`config.mk`:
```
export PLATFORM = sky130hd
export DESIGN_NAME = uart_rx_fifo
export DESIGN_NICKNAME = d
export VERILOG_FILES = /design/src/rtl/uart_pkg.sv /design/src/rtl/uart_rx_fifo_sync_fifo.sv /design/src/rtl/uart_rx_fifo.sv
export SDC_FILE = /design/constraint.sdc
export NUM_CORES = 1
export LEC_CHECK = 0
export ABC_AREA = 1
export BUFFER_PORTS_ARGS = -buffer_cell sky130_fd_sc_hd__buf_2
export CAP_MARGIN = 20
export CORE_MARGIN = 2
export CORE_UTILIZATION = 65
export DETAILED_ROUTE_END_ITERATION = 8
export GPL_ROUTABILITY_DRIVEN = 0
export PLACE_DENSITY = 0.84
export SYNTH_ARGS = -nofsm -noshare
export SYNTH_HDL_FRONTEND = slang
export SYNTH_HIERARCHICAL = 1
export SYNTH_SLANG_ARGS = --single-unit
```
`constraint.sdc`:
```
create_clock -name clk -period 4 [get_ports clk]
set_input_delay 0.2 -clock clk [delete_from_list [all_inputs] [get_ports clk]]
set_output_delay 0.2 -clock clk [all_outputs]
set_load 0.01 [all_outputs]
```
`src/rtl/uart_pkg.sv`:
```
// uart_pkg: shared types and helpers for the UART receive path.
// Provides parity/state enums and the baud tick divider calculation.
package uart_pkg;

  typedef enum logic [1:0] {
    PAR_NONE = 2'd0,
    PAR_ODD  = 2'd1,
    PAR_EVEN = 2'd2
  } parity_e;

  typedef enum logic [2:0] {
    S_IDLE,
    S_START,
    S_DATA,
    S_PARITY,
    S_STOP
  } rx_state_e;

  // Rounded clocks-per-tick: round(clk_hz / (baud * os)).
  function automatic int calc_div(
    input int clk_hz,
    input int baud,
    input int os
  );
    longint d;
    d = longint'(baud) * longint'(os);
    return int'((longint'(clk_hz) + d / 2) / d);
  endfunction

endpackage

```
`src/rtl/uart_rx_fifo_sync_fifo.sv`:
```
// sync_fifo: first-word-fall-through register FIFO with registered flags.
// Ports: clk, rst_n, push, pop, wdata in; rdata, empty, full out.
module sync_fifo #(
  parameter int WIDTH = 8,
  parameter int DEPTH = 4
) (
  input  logic             clk,
  input  logic             rst_n,
  input  logic             push,
  input  logic             pop,
  input  logic [WIDTH-1:0] wdata,
  output logic [WIDTH-1:0] rdata,
  output logic             empty,
  output logic             full
);

  localparam int AW = $clog2(DEPTH);
  localparam logic [AW:0] FULL_CNT = (AW+1)'(DEPTH);

  logic [WIDTH-1:0] r_mem [DEPTH];
  logic [AW-1:0]    r_wp;
  logic [AW-1:0]    r_rp;
  logic [AW:0]      r_cnt;
  logic [AW:0]      w_cnt_nx;
  logic             r_empty;
  logic             r_full;
  logic             w_push;
  logic             w_pop;

  assign w_pop  = pop & ~r_empty;
  // A full FIFO still takes a word when the head leaves this cycle.
  assign w_push = push & (~r_full | w_pop);

  always_comb begin
    w_cnt_nx = r_cnt;
    if (w_push & ~w_pop)
      w_cnt_nx = r_cnt + (AW+1)'(1);
    else if (w_pop & ~w_push)
      w_cnt_nx = r_cnt - (AW+1)'(1);
  end

  always_ff @(posedge clk or negedge rst_n) begin
    if (!rst_n) begin
      r_wp    <= '0;
      r_rp    <= '0;
      r_cnt   <= '0;
      r_empty <= 1'b1;
      r_full  <= 1'b0;
    end else begin
      r_cnt   <= w_cnt_nx;
      r_empty <= (w_cnt_nx == '0);
      r_full  <= (w_cnt_nx == FULL_CNT);
      if (w_push)
        r_wp <= r_wp + AW'(1);
      if (w_pop)
        r_rp <= r_rp + AW'(1);
    end
  end

  always_ff @(posedge clk) begin
    if (w_push)
      r_mem[r_wp] <= wdata;
  end

  // Storage is not reset; mask the head so reset shows zero.
  assign rdata = r_empty ? '0 : r_mem[r_rp];
  assign empty = r_empty;
  assign full  = r_full;

endmodule

```
`src/rtl/uart_rx_fifo.sv`:
```
// uart_rx_fifo: oversampling UART receiver feeding a FWFT receive FIFO.
// Ports: clk, rst_n, rx_i, rd_en, clr_err in; rd_data, empty, full, sticky errors out.
module uart_rx_fifo
  import uart_pkg::*;
#(
  parameter int CLK_HZ     = 50_000_000,
  parameter int BAUD       = 115200,
  parameter int OVERSAMPLE = 16,
  parameter int DATA_BITS  = 8,
  parameter int PARITY     = 0,
  parameter int FIFO_DEPTH = 4
) (
  input  logic                 clk,
  input  logic                 rst_n,
  input  logic                 rx_i,
  input  logic                 rd_en,
  output logic [DATA_BITS-1:0] rd_data,
  output logic                 empty,
  output logic                 full,
  output logic                 frame_err,
  output logic                 parity_err,
  output logic                 overrun_err,
  input  logic                 clr_err
);

  localparam int DIV = calc_div(CLK_HZ, BAUD, OVERSAMPLE);
  localparam int DW  = (DIV > 1) ? $clog2(DIV) : 1;
  localparam int OW  = $clog2(OVERSAMPLE);
  localparam int BW  = $clog2(DATA_BITS);
  localparam int M   = OVERSAMPLE / 2;
  localparam parity_e PMODE = parity_e'(PARITY);

  if (DIV < 1) begin : g_div_chk
    $error("uart_rx_fifo: baud divider below 1");
  end
  if (OVERSAMPLE < 8 || (OVERSAMPLE % 2) != 0) begin : g_os_chk
    $error("uart_rx_fifo: OVERSAMPLE must be even and >= 8");
  end
  if (DATA_BITS < 5 || DATA_BITS > 9) begin : g_db_chk
    $error("uart_rx_fifo: DATA_BITS out of range");
  end
  if (PARITY < 0 || PARITY > 2) begin : g_par_chk
    $error("uart_rx_fifo: PARITY out of range");
  end
  if (FIFO_DEPTH < 2 || (FIFO_DEPTH & (FIFO_DEPTH - 1)) != 0) begin : g_fd_chk
    $error("uart_rx_fifo: FIFO_DEPTH must be a power of 2 >= 2");
  end

  rx_state_e          r_state;
  logic               r_meta;
  logic               r_sync;
  logic               r_sync_d;
  logic [DW-1:0]      r_div;
  logic [OW-1:0]      r_os;
  logic [BW-1:0]      r_bitn;
  logic [DATA_BITS-1:0] r_shift;
  logic [1:0]         r_smp;
  logic               r_bad;
  logic               r_ferr;
  logic               r_perr;
  logic               r_oerr;

  logic w_fall;
  logic w_tick;
  logic w_s0;
  logic w_s1;
  logic w_vt;
  logic w_end;
  logic w_vote;
  logic w_par_exp;
  logic w_good;
  logic w_ovr;
  logic w_ferr_set;
  logic w_perr_set;
  logic w_full;
  logic w_empty;

  always_ff @(posedge clk or negedge rst_n) begin
    if (!rst_n) begin
      r_meta   <= 1'b1;
      r_sync   <= 1'b1;
      r_sync_d <= 1'b1;
    end else begin
      r_meta   <= rx_i;
      r_sync   <= r_meta;
      r_sync_d <= r_sync;
    end
  end

  assign w_fall = r_sync_d & ~r_sync;

  // Divider is held at zero in IDLE so every frame starts in phase.
  assign w_tick = (r_state != S_IDLE) && (r_div == DW'(DIV - 1));

  always_ff @(posedge clk or negedge rst_n) begin
    if (!rst_n)
      r_div <= '0;
    else if (r_state == S_IDLE || w_tick)
      r_div <= '0;
    else
      r_div <= r_div + DW'(1);
  end

  assign w_s0  = w_tick && (r_os == OW'(M - 1));
  assign w_s1  = w_tick && (r_os == OW'(M));
  assign w_vt  = w_tick && (r_os == OW'(M + 1));
  assign w_end = w_tick && (r_os == OW'(OVERSAMPLE - 1));

  always_ff @(posedge clk or negedge rst_n) begin
    if (!rst_n) begin
      r_smp <= 2'b11;
    end else begin
      if (w_s0)
        r_smp[0] <= r_sync;
      if (w_s1)
        r_smp[1] <= r_sync;
    end
  end

  // Third sample is the live line at the vote tick.
  assign w_vote = (r_smp[0] & r_smp[1]) |
                  (r_sync & (r_smp[0] | r_smp[1]));

  assign w_par_exp = (PMODE == PAR_ODD) ? ~^r_shift : ^r_shift;

  assign w_good = (r_state == S_STOP) && w_vt && w_vote && !r_bad;
  assign w_ovr  = w_good && w_full && !rd_en;

  assign w_ferr_set = (r_state == S_STOP) && w_vt && !w_vote;
  assign w_perr_set = (r_state == S_PARITY) && w_vt &&
                      (w_vote != w_par_exp);

  always_ff @(posedge clk or negedge rst_n) begin
    if (!rst_n) begin
      r_state <= S_IDLE;
      r_os    <= '0;
      r_bitn  <= '0;
      r_shift <= '0;
      r_bad   <= 1'b0;
      r_ferr  <= 1'b0;
      r_perr  <= 1'b0;
      r_oerr  <= 1'b0;
    end else begin
      r_ferr <= w_ferr_set | (r_ferr & ~clr_err);
      r_perr <= w_perr_set | (r_perr & ~clr_err);
      r_oerr <= w_ovr | (r_oerr & ~clr_err);
      if (w_tick)
        r_os <= w_end ? '0 : r_os + OW'(1);
      case (r_state)
        S_IDLE: begin
          r_os <= '0;
          if (w_fall) begin
            r_state <= S_START;
            r_bitn  <= '0;
            r_bad   <= 1'b0;
          end
        end
        S_START: begin
          if (w_vt && w_vote)
            r_state <= S_IDLE;
          else if (w_end)
            r_state <= S_DATA;
        end
        S_DATA: begin
          if (w_vt)
            r_shift <= {w_vote, r_shift[DATA_BITS-1:1]};
          if (w_end) begin
            if (r_bitn == BW'(DATA_BITS - 1))
              r_state <= (PMODE == PAR_NONE) ? S_STOP : S_PARITY;
            else
              r_bitn <= r_bitn + BW'(1);
          end
        end
        S_PARITY: begin
          if (w_perr_set)
            r_bad <= 1'b1;
          if (w_end)
            r_state <= S_STOP;
        end
        S_STOP: begin
          // Leave at mid-bit so a start bit half a bit later is seen.
          if (w_vt)
            r_state <= S_IDLE;
        end
        default: r_state <= S_IDLE;
      endcase
    end
  end

  sync_fifo #(
    .WIDTH (DATA_BITS),
    .DEPTH (FIFO_DEPTH)
  ) u_fifo (
    .clk   (clk),
    .rst_n (rst_n),
    .push  (w_good),
    .pop   (rd_en),
    .wdata (r_shift),
    .rdata (rd_data),
    .empty (w_empty),
    .full  (w_full)
  );

  assign empty       = w_empty;
  assign full        = w_full;
  assign frame_err   = r_ferr;
  assign parity_err  = r_perr;
  assign overrun_err = r_oerr;

endmodule
```
# Yosys cells after proc, flatten, opt, wreduce, memory -nomap -nowiden

Memory sizes are Yosys's and may differ from the RTL's.
Cells that the tools add are included.

Register bits after elaboration: 41
RAM bits: 32
Bits of input ports: 5
Output and inout port bits: 13
Logic and storage cells: 122
Memories: 1

Memory list:

| name         | depth | bits a word | read ports | clocked after memory_dff | write ports | line                         | RTL |
|---|---|---|---|---|---|---|---|
| u_fifo.r_mem | 4     | 8           | 1          | 0                        | 1           | uart_rx_fifo_sync_fifo.sv:20 | `logic [WIDTH-1:0] r_mem [DEPTH];` |

Add/subtract/negate cells: 7
Eq/ne operators: 20
Mux-type cells: 24
Bitwise operators: 22
Reduce and logical (&&, ||, !) cells: 29

Operator list:

| operator                                                        | number |
|---|---|
| 3-bit 2-to-1 mux                                                | 12 |
| 3-bit one-hot mux with 5 select lines                           | 1 |
| 1-bit logical AND                                               | 14 |
| 2-bit inequality test, second input constant                    | 7 |
| 4-bit == test, second input constant                            | 3 |
| 4-bit 2-to-1 mux                                                | 3 |
| 1-bit AND                                                       | 10 |
| 3-bit == test, second input constant                            | 3 |
| 8-bit 2-to-1 mux                                                | 1 |
| 8-bit parity                                                    | 1 |
| 3-bit by 1-bit adder with 3-bit output, second input constant   | 2 |
| 3-bit by 2-bit == test with 1-bit output, second input constant | 2 |
| 3-bit logical NOT                                               | 2 |
| 1-bit NOT                                                       | 6 |
| 1-bit bitwise OR                                                | 6 |
| 3-bit one-hot mux with 2 select lines                           | 1 |
| 6-bit AND reduction                                             | 1 |
| 2-bit nonzero test                                              | 3 |
| 5-bit by 1-bit adder with 5-bit output, second input constant   | 1 |
| 5-bit == test, second input constant                            | 1 |
| 5-bit 2-to-1 mux                                                | 1 |
| 2-bit by 1-bit adder with 2-bit output, second input constant   | 2 |
| 4-bit by 1-bit adder with 4-bit output, second input constant   | 1 |
| 4-bit by 3-bit == test with 1-bit output, second input constant | 1 |
| other kinds (12)                                                | 17 |

# Depth between registers and ports, before layout

Depth after elaboration: 12
Mapped depth: 13
Mapped depth without buffers: 13

# By module

The synthesis kept the hierarchy.

By module, submodules not included:

| module       | times used | cells an instance | area each (um^2) | seq. area each (um^2) |
|---|---|---|---|---|
| sync_fifo    | 1          | 164               | 1851.8           | 1187.4 |
| uart_rx_fifo | 1          | 203               | 1676.6           | 807.0 |

# Least setup slack after synthesis

OpenSTA, ideal clock, no wires.

Path type: register to register
From: register r_div[0]
To: memory u_fifo.r_mem[0][0], enable pin
Library setup time: 0.371 ns
Data arrival time: 2.210 ns
Required time: 3.629 ns
Path slack: 1.419 ns
Cell stages (with the launch flop): 9
Path buffers: 0
Clock period less this slack: 2.581 ns
Cells stage by stage: dfrtp_1 > inv_1 > ha_1 > nand4_2 > nor2_4 > nand2_2 > nor4_2 > o21ai_4 > nor2_1

Longest elaborated chain between the ends: 9

Ends and longest elaborated chain:

| item                                   | line                         | RTL |
|---|---|---|
| start, declared                        | uart_rx_fifo.sv:53           | `logic [DW-1:0] r_div;` |
| start signal, assigned                 | uart_rx_fifo.sv:101          | `r_div <= r_div + DW'(1);` |
| 5-bit == test                          | uart_rx_fifo.sv:93           | `assign w_tick = (r_state != S_IDLE) && (r_div == DW'(DIV - 1));` |
| 1-bit logical AND                      | uart_rx_fifo.sv:93           |  |
| 1-bit logical AND                      | uart_rx_fifo.sv:106          | `assign w_vt = w_tick && (r_os == OW'(M + 1));` |
| 1-bit logical AND (3 in a row)         | uart_rx_fifo.sv:126          | `assign w_good = (r_state == S_STOP) && w_vt && w_vote && !r_bad;` |
| named net w_good                       | uart_rx_fifo.sv:71           | `logic w_good;` |
| 1-bit AND                              | uart_rx_fifo_sync_fifo.sv:32 | `assign w_push = push & (~r_full \| w_pop);` |
| 1-bit 2-to-1 mux                       | uart_rx_fifo_sync_fifo.sv:61 | `if (w_push)` |
| 1-bit 2-to-1 mux (not written as such) | uart_rx_fifo_sync_fifo.sv:62 | `r_mem[r_wp] <= wdata;` |
| end, declared                          | uart_rx_fifo_sync_fifo.sv:20 |  |

The timed path passes the listed nets, and every way through them passes these cells.

# Worst setup path after layout

From: register r_div[0]
To: memory u_fifo.r_mem[3][1], enable pin

Same word-level chain as after synthesis.

==> reports/summary.md <==
The flow ran to the end, but the final reports show violations. The final reports fail on hold timing. The actual slew at the worst max-slew pin is 0.935 ns, and the CTS clock-pin slew for the worst setup and hold paths is 0.07 ns. For the initial antenna violation count, the log shows 0.

The run gives 3660 µm² as the area after detailed placement. The detail route stage leaves a number of antenna-violating nets equal to 0. For the worst setup path, the data arrival time is 2.95 ns. The CTS sink count came out at 73. The clock tree synthesis step divided the H-tree into 3 levels. The largest total area in the synthesized netlist belongs to edfxtp_1. The final worst setup slack is 1.02 ns, and the proportion of layout cells with a drive suffix above 1 is 16.5%.

Setup repair after global routing left no endpoint under its margin. The sequential cell area came out at 1990 µm². The tools report the global-route wire length before repair as 11.4 mm. Ranked by total cell area, the synthesized netlist is headed by edfxtp_1 (27%), dfrtp_1 (25%), nand2_1 (8.2%). The number of nets handed over by synthesis was 385. The final route contains 2490 vias. The largest fanout of any net on the critical path is 8. STA puts the critical path data required time at 3.97 ns.

The highest attainable clock frequency came out at 335 MHz. The type of the worst setup path is register to register. The post-cts hold buffer count is 1, and the share of flip-flops with an asynchronous set or reset after synthesis is 56.2%. After detailed routing, the average wire length per cell comes to 14.3 µm. The layout has 355 filler cells. Global router's overall resource usage: 24.6%. The floorplan step defined a core boundary enclosing 5170 µm².

After the last flow step, the layout net total stands at 408. Entering global routing, the biggest net connects 42 pins. Counting flops with a built-in enable in the synthesized netlist gives 32.

For this run, design rule violations remaining after detail routing come to 0. The initial core utilization came out at 68.2%. The class of the most critical hold timing path was input pin to async pin. The number of library cell types mapped by synthesis is 40.

For the final database, setup skew stands at 0.00770 ns. The HPWL after detailed placement is 4.76 mm. For this design the ratio of total power to cell area is 567 nW/µm².

The die covers 6030 µm². The first detailed-routing pass ran for 4 iterations. The sort of element at the end of the critical path is a register.

The utilization of the core after routing is 74.9%. For the max-slew violation count, the log shows 0. After technology mapping, the gate count stands at 367. In the final timing run, aggregate negative setup slack is 0 ns. For this design the static power due to leakage is 1.83 nW. In the finished design, the share of the clock period the worst path needs comes to 74.6%. The run gives 56.5% as the sequential fraction of the synthesis area. TritonCTS built the clock tree.

The width of the die is 77.7 µm, and the number of max-cap violations is 0. From synthesis to final layout, the design area changed by 9.75%. The logs give 0.34 ns for the source-to-sink clock delay at the later pin of the worst-skew pair and 2455 for the via count of the first global-routing pass.

The number of setup violations in the final report was 0. VDD sags by at most 369 µV. Among all flip-flop cells after synthesis, the most frequent one is dfrtp_1.

A synthesized cell averages 9.61 µm². For the final number of hold-violating endpoints, the log shows 35. The cell at the root of the clock tree was clkbuf_8. Counting along the longest clock path gives a buffer depth of 2. After clock tree synthesis, the repair step resized 0 gates. The total wire length is 6.64 mm, and the post-route minimum period is 2.98 ns. The flip-flop and latch count after synthesis is 73, and the number of ports placed on the die boundary is 18.

In this run the cell area of the synthesized design comes to 3530 µm². The number of diodes added for antenna fixing was 0. The die is 77.7 µm tall. The number of placement rows is 26, and the total overflow reported by the global router is 0.

With fillers left out, the area of the finished cells amounts to 3870 µm². The multi-input combinational cells in the finished layout cover a total of 1320 µm². Buffers placed on the I/O ports in this run total 17.

During synthesis, Yosys emitted a total of 6 warnings. Post-CTS timing repair inserted 0 buffers for setup. Counting tap cells, the placed design contains a total of 448 instances.

The tools report the worst relative slew slack as 37.1%. The number of vias per cell after detailed routing was 5.35. Prior to clock tree synthesis, the placed netlist has a worst setup slack of 1.01 ns. For this block, the initial DRC count from the detailed router was 145. Count of non-filler cells in the finished layout: 465. The worst setup path is launched from a register. The final hold slack is -0.0137 ns, and the fraction of post-synthesis cell area in the top cell type by area is 27.2%. The total clock buffers created by CTS came out at 9.
[path summary, 6_finish.rpt]
| check | from | endpoint | slack (ns) | cells after the start |
|---|---|---|---|---|
| worst max-delay path | r_div[0] | u_fifo/r_mem[3][1] | 1.02 | 8 |
| worst min-delay path | rst_n | r_os[3] | -0.01 | 1 |
| worst max register to register | r_div[0] | u_fifo/r_mem[3][1] | 1.02 | 8 |
| worst min register to register | r_meta | r_sync | 0.36 | 0 |
| max in group asynchronous | rst_n | u_fifo/r_wp[1] | 3.46 | 1 |
| min in group clk | clr_err | overrun_err | 0.12 | 4 |
[layout by cell type (no fill, tap or decap), drive strengths merged, types with 2 or more instances in the layout]
| cell | n |
|---|---|
| nor2 | 57 |
| inv | 44 |
| dfstp | 6 |
| clkinv | 3 |
| o22ai | 2 |
| nand4 | 4 |
| nand2 | 84 |
| xor2 | 8 |
| nor3 | 6 |
| xnor2 | 2 |
| ha | 13 |
| buf | 17 |
| nand3 | 14 |
| o21ai | 36 |
| bufinv | 2 |
| clkbuf | 12 |
| a21oi | 9 |
| dfrtp | 35 |
| edfxtp | 32 |
[registers in the layout (all words and copies together), names as in the netlist, 2 cells and up]
name	count
u_fifo/r_cnt	3
r_smp	2
r_shift	8
u_fifo/r_rp	2
r_os	4
r_div	5
u_fifo/r_mem	32
u_fifo/r_wp	2
r_state	3
r_bitn	3
[area by class of cell]
class                           count  share of cell area, %
Multi-Input combinational cell    243                   34.1
Sequential cell                    73                   51.5
Clock inverter                      4                   1.81
Timing Repair Buffer               18                   2.46
Tap cell                           70                   2.26
Inverter                           45                   4.43
Clock buffer                       12                   3.49
[per-layer routing]
metal / global-route usage, % / vias up / part of all wire [%]
li1: - / 1243 / -
met1: 29.9 / 1176 / 42
met2: 43.1 / 57 / 52
met3: 4.88 / 14 / 3.7
met4: 9.46 / 0 / 2.0
met5: 0 / - / 0
[cell families (layout without fill, tap and decap cells)]
| kind of cell | count (synthesis) | after routing | synth area share (%) |
|---|---|---|---|
| AND/OR/NAND/NOR | 169 | 169 | 22.2 |
| flip-flops | 73 | 73 | 56.5 |
| AO/OA/AOI/OAI | 51 | 51 | 8.12 |
| buffers and inverters | 51 | 79 | 6.10 |
| adder cells (fa/ha/maj) | 13 | 13 | 4.61 |
| XOR/XNOR | 10 | 10 | 2.48 |
[cell usage after synthesis, drive strengths merged, types with 2 or more instances]
master  count
dfstp       6
ha         13
nand3      14
a21oi       9
nand2      84
dfrtp      35
buf         6
xor2        8
nor3        6
xnor2       2
o21ai      36
o22ai       2
nor2       57
inv        44
nand4       4
edfxtp     32
[power by group]
part / total, W / internal, W / switching (W)
registers: 0.000946 / 0.000847 / 0.0000983
logic: 0.000653 / 0.000240 / 0.000414
clock network: 0.000596 / 0.000350 / 0.000247
total: 0.00220 / 0.00144 / 0.000758
[worst max-delay path, cell delays in order (launching register included)]
cell     delay [ns]
dfrtp_1        0.41
inv_1          0.07
ha_1           0.17
nand4_2        0.15
nor2_4         0.19
nand2_2        0.12
nor4_2         0.72
o21ai_4        0.21
nor2_1         0.57
[stage by stage]
step,hold slack [ns],power (W)
global route,0.0620,0.00235
finish,-0.0137,0.00220
global placement,0.306,0.00157
detailed placement,0.307,0.00161
CTS,0.0119,0.00221
floorplan,-0.0956,0.00145
No activity file was read; power rests on OpenSTA's default activity.
